**config.mk**
```make
export PLATFORM = sky130hd
export DESIGN_NAME = wb_regfile
export DESIGN_NICKNAME = d
export VERILOG_FILES = /design/src/rtl/wb_regfile.sv
export SDC_FILE = /design/constraint.sdc
export NUM_CORES = 2
export LEC_CHECK = 0
export CORE_MARGIN = 8
export CORE_UTILIZATION = 40
export CTS_CLUSTER_DIAMETER = 150
export DETAILED_ROUTE_END_ITERATION = 8
export HOLD_SLACK_MARGIN = 0.1
export PLACE_DENSITY = 0.55
export SLEW_MARGIN = 20
export SYNTH_ARGS = -nofsm -noshare
export SYNTH_HDL_FRONTEND = slang
export SYNTH_SLANG_ARGS = --single-unit
```
**constraint.sdc**
```tcl
create_clock -name clk -period 2.35 [get_ports clk]
set_clock_uncertainty 0.2 [all_clocks]
set_input_delay 0.235 -clock clk [delete_from_list [all_inputs] [get_ports clk]]
set_output_delay 0.235 -clock clk [all_outputs]
set_load 0.05 [all_outputs]
```
**src/rtl/wb_regfile.sv**
```systemverilog
// wb_regfile: write-back stage latch feeding a register file with bypassed read ports
module wb_regfile #(
  parameter int DW   = 32,
  parameter int AW   = 5,
  parameter int NREG = 32
) (
  input  logic          clk,
  input  logic          reset_n,
  input  logic          mem_we,
  input  logic [AW-1:0] mem_waddr,
  input  logic [DW-1:0] mem_wdata,
  input  logic          re1,
  input  logic [AW-1:0] raddr1,
  output logic [DW-1:0] rdata1,
  input  logic          re2,
  input  logic [AW-1:0] raddr2,
  output logic [DW-1:0] rdata2,
  output logic          wb_we,
  output logic [AW-1:0] wb_waddr,
  output logic [DW-1:0] wb_wdata
);
  logic          wb_we_q, wb_we_d;
  logic [AW-1:0] wb_waddr_q, wb_waddr_d;
  logic [DW-1:0] wb_wdata_q, wb_wdata_d;
  logic [DW-1:0] regs_q [NREG];
  logic [DW-1:0] regs_d [NREG];
  // next WB latch contents and the array after this cycle's commit (writes to r0 dropped)
  always_comb begin
    wb_we_d    = mem_we;
    wb_waddr_d = mem_waddr;
    wb_wdata_d = mem_wdata;
    regs_d     = regs_q;
    if (wb_we_q && wb_waddr_q != '0) regs_d[wb_waddr_q] = wb_wdata_q;
  end
  // WB latch and array; reset discards the in-flight write and clears every register
  always_ff @(posedge clk or negedge reset_n) begin
    if (!reset_n) begin
      wb_we_q    <= 1'b0;
      wb_waddr_q <= '0;
      wb_wdata_q <= '0;
      for (int i = 0; i < NREG; i++) regs_q[i] <= '0;
    end else begin
      wb_we_q    <= wb_we_d;
      wb_waddr_q <= wb_waddr_d;
      wb_wdata_q <= wb_wdata_d;
      regs_q     <= regs_d;
    end
  end
  // read ports: disabled or r0 give zero, then the value being committed, then the array
  always_comb begin
    rdata1 = (!re1 || raddr1 == '0) ? '0 : (wb_we_q && wb_waddr_q == raddr1) ? wb_wdata_q : regs_q[raddr1];
    rdata2 = (!re2 || raddr2 == '0) ? '0 : (wb_we_q && wb_waddr_q == raddr2) ? wb_wdata_q : regs_q[raddr2];
  end
  assign wb_we    = wb_we_q;
  assign wb_waddr = wb_waddr_q;
  assign wb_wdata = wb_wdata_q;
endmodule

```
==> summary.txt <==
# nets final -> 4469
Primary FF master, synth -> dfrtp_1
initial antenna violation count -> 7
Initial Utilization -> 40.18%
Die Wd -> 389.7 um
cell family with most CP delay -> buffers and inverters
WL per Instance -> 34.14 um
final cell count without fillers -> 6392
TritonCTS clock tree -> built
Slowest-stage cell, CP -> dfrtp_2
FF+latch count, synth -> 1062
FF+latch area -> 26590 um^2
# rows -> 137
Num CTS Buffers -> 120
Die Area -> 151900 um^2
Data required, critical path -> 1910 ps
min Tclk post-route -> 3342 ps
worst path cell trace -> buf_6 > xor2_1 > nor4_1 > buf_4 > buf_6 > a31oi_4 > buf_12 > a32o_2 > buf_6
htree depth -> 3
GR Util All Layers -> 27.87%
most frequent cells in the layout -> dfrtp_1, mux2_2, buf_4
CTS clk-pin slew, worst paths -> 50 ps
status -> finished with violations
DR vias/cell -> 6.252
number of global-route vias before repair -> 41268
First DRT Iteration DRCs -> 3751
via count -> 39962
most common cell after layout, fill and taps aside -> dfrtp_1
CP bufs+invs -> 5
arrival time worst endpoint -> 2910 ps
Hold Violations, Final -> 0
DRC -> 0
Worst VDD drop -> 0.6342 mV
final setup vio count -> 191
number of distinct library cells after synthesis -> 52
mux contribution to synthesized area -> 40.13%
RSZ-0062 raised after global routing -> true
worst-case clock buffer depth -> 3
largest net degree at the start of global routing -> 89
CP Capture Type -> primary output
global-route wire length before repair -> 309700 um
setup ws final -> -991.9 ps
ratio of cells with drive above 1 in the final layout -> 54.66%
pwr dens -> 786.5 nW/um^2
post-synthesis simple-gate area fraction -> 1.221%
most frequent CP cell -> buf_6
synthesized area per cell -> 14.37 um^2
Setup crit start kind -> register
syn_nets -> 3940
Tightest Pin Transition -> 1112 ps
Hold Path Class -> reg2reg
Area Growth Syn to Fin -> 29.07%
maxcap violations -> 0
filler cell count -> 11679
Die Ht -> 389.7 um
drt pass-1 iters -> 5
area of the multi-input gates -> 28480 um^2
Root Driver -> clkbuf_16
dpl cells -> 6079
register area share after synthesis -> 47.58%
period utilisation layout -> 142.2%
Compound-Gate Fraction of Synth Area -> 7.361%
fmax -> 299.2 MHz
Final ANT Viol Nets -> 0
leakage -> 0.03185 uW
fin. max-slew vios -> 0
global route overflow -> 0
Post-synth EDFFs -> 0
highest net fanout along the worst path -> 12
adder-cell share of the synthesized area -> 0%
max_slew headroom -> 25.61%
FFs w/ async S/R, synth -> 100.0%
Clk Latency, worst-skew pair -> 760 ps
number of I/O port buffers -> 153
Max stage delay on crit path -> 410 ps
Cells after Synth -> 3888
largest family of logic cells by synthesized area -> multiplexers
Setup CP Type -> reg2out
dpl hpwl -> 140000 um
Top Ports -> 154
Yosys warning count -> 0
Post-Synth XOR/XNOR Area -> 0.1568%
Post-Route WL -> 218200 um
Core ar. -> 139000 um^2
Routability Congestion -> 0.8582
post-synthesis cell area -> 55860 um^2
Post-Place Worst Slack -> -915.8 ps
Num Clock Sinks -> 1062
violated checks -> negative setup slack
[timing repair]
action / CTS / global route
gates cloned: 8 / 12
pin swaps: 26 / 20
buffers inserted: 14 / 19
hold buffers: 44 / 0
endpoints found under the hold margin: 1100 / 0
setup endpoints to repair: 521 / 286
resized for setup: 197 / 89
[final timing paths]
kind / from / end / slack (ps) / cells after the start
setup / recovery: wb_waddr[1]$_DFF_PN0_ / rdata2[11] / -990 / 9
hold / removal: regs_q[1020]$_DFFE_PN0P_ / regs_q[1020]$_DFFE_PN0P_ / 190 / 0
setup reg to reg: wb_waddr[1]$_DFF_PN0_ / regs_q[121]$_DFFE_PN0P_ / -290 / 9
hold reg to reg: regs_q[1020]$_DFFE_PN0P_ / regs_q[1020]$_DFFE_PN0P_ / 190 / 0
max in group asynchronous: reset_n / regs_q[732]$_DFFE_PN0P_ / 230 / 4
min in group asynchronous: reset_n / regs_q[84]$_DFFE_PN0P_ / 560 / 3
[cell families after synthesis]
group | count (synthesis)
mux | 1675
flops | 1062
compound gates | 556
buf+inv | 446
simple gates | 139
xor+xnor | 10
[Yosys cell counts, drive strengths merged, types with 4 or more instances]
cell | number | area share (%)
a2111oi | 4 | 0.085
a211oi | 28 | 0.38
a21boi | 18 | 0.24
a21oi | 98 | 0.88
a221o | 47 | 0.84
a221oi | 74 | 1.2
a22o | 31 | 0.49
a22oi | 114 | 1.5
a32o | 4 | 0.072
and2 | 11 | 0.12
buf | 191 | 1.8
clkbuf | 253 | 1.7
dfrtp | 1062 | 48
mux2 | 996 | 20
mux2i | 327 | 5.9
mux4 | 352 | 14
nand2 | 52 | 0.35
nand3 | 4 | 0.036
nand3b | 6 | 0.081
nor2 | 28 | 0.19
nor2b | 12 | 0.13
nor3 | 8 | 0.072
nor3b | 4 | 0.054
o21ai | 42 | 0.38
o21bai | 20 | 0.27
o221ai | 32 | 0.50
o22a | 5 | 0.078
o22ai | 31 | 0.35
xor2 | 7 | 0.11
[where the power goes]
part	internal (uW)	switching [uW]	total (uW)
sequential	21600	2550	24200
clock	11700	7950	19600
combinational	7380	5490	12900
[per-layer routing]
layer  share of wire (%)  wire length [um]  GRT usage, %
met1                  43             94700         39.65
met2                  45             99180         42.94
met3                 7.5             16360         5.122
met4                 3.6              7922         9.643
met5               0.016                34             0
[stage by stage]
step | utilization, % | hold WS [ps] | power, uW | instance area, um^2 | setup TNS [ps]
after floorplan | - | -260.6 | 31760 | 56360 | -4962
after detailed placement | 47.24 | -35.14 | 36650 | 65670 | -114540
after global placement | 47.24 | -38.34 | 36340 | 65670 | -110480
after CTS | 51.30 | 198.1 | 56740 | 71320 | -64180
final | 51.86 | 194.9 | 56700 | 72090 | -83400
after global routing | 51.86 | 205.6 | 58920 | 72090 | -89050
[cell type report]
type / instances / share of cell area [%]
multi-input cells: 2380 / 39.51
repair buffers: 851 / 14.68
clock inverters: 31 / 0.6404
diodes: 3 / 0.01041
inverters: 2 / 0.01388
well taps: 1876 / 3.256
clock buffers: 187 / 5.021
flip-flops and latches: 1062 / 36.88
[sequential cells by signal, indices dropped and copies added, names as in the netlist]
| register | count |
|---|---|
| wb_waddr | 5 |
| regs_q | 1024 |
| wb_we | 1 |
| wb_wdata | 32 |
Power figures use the tool's default switching activity.
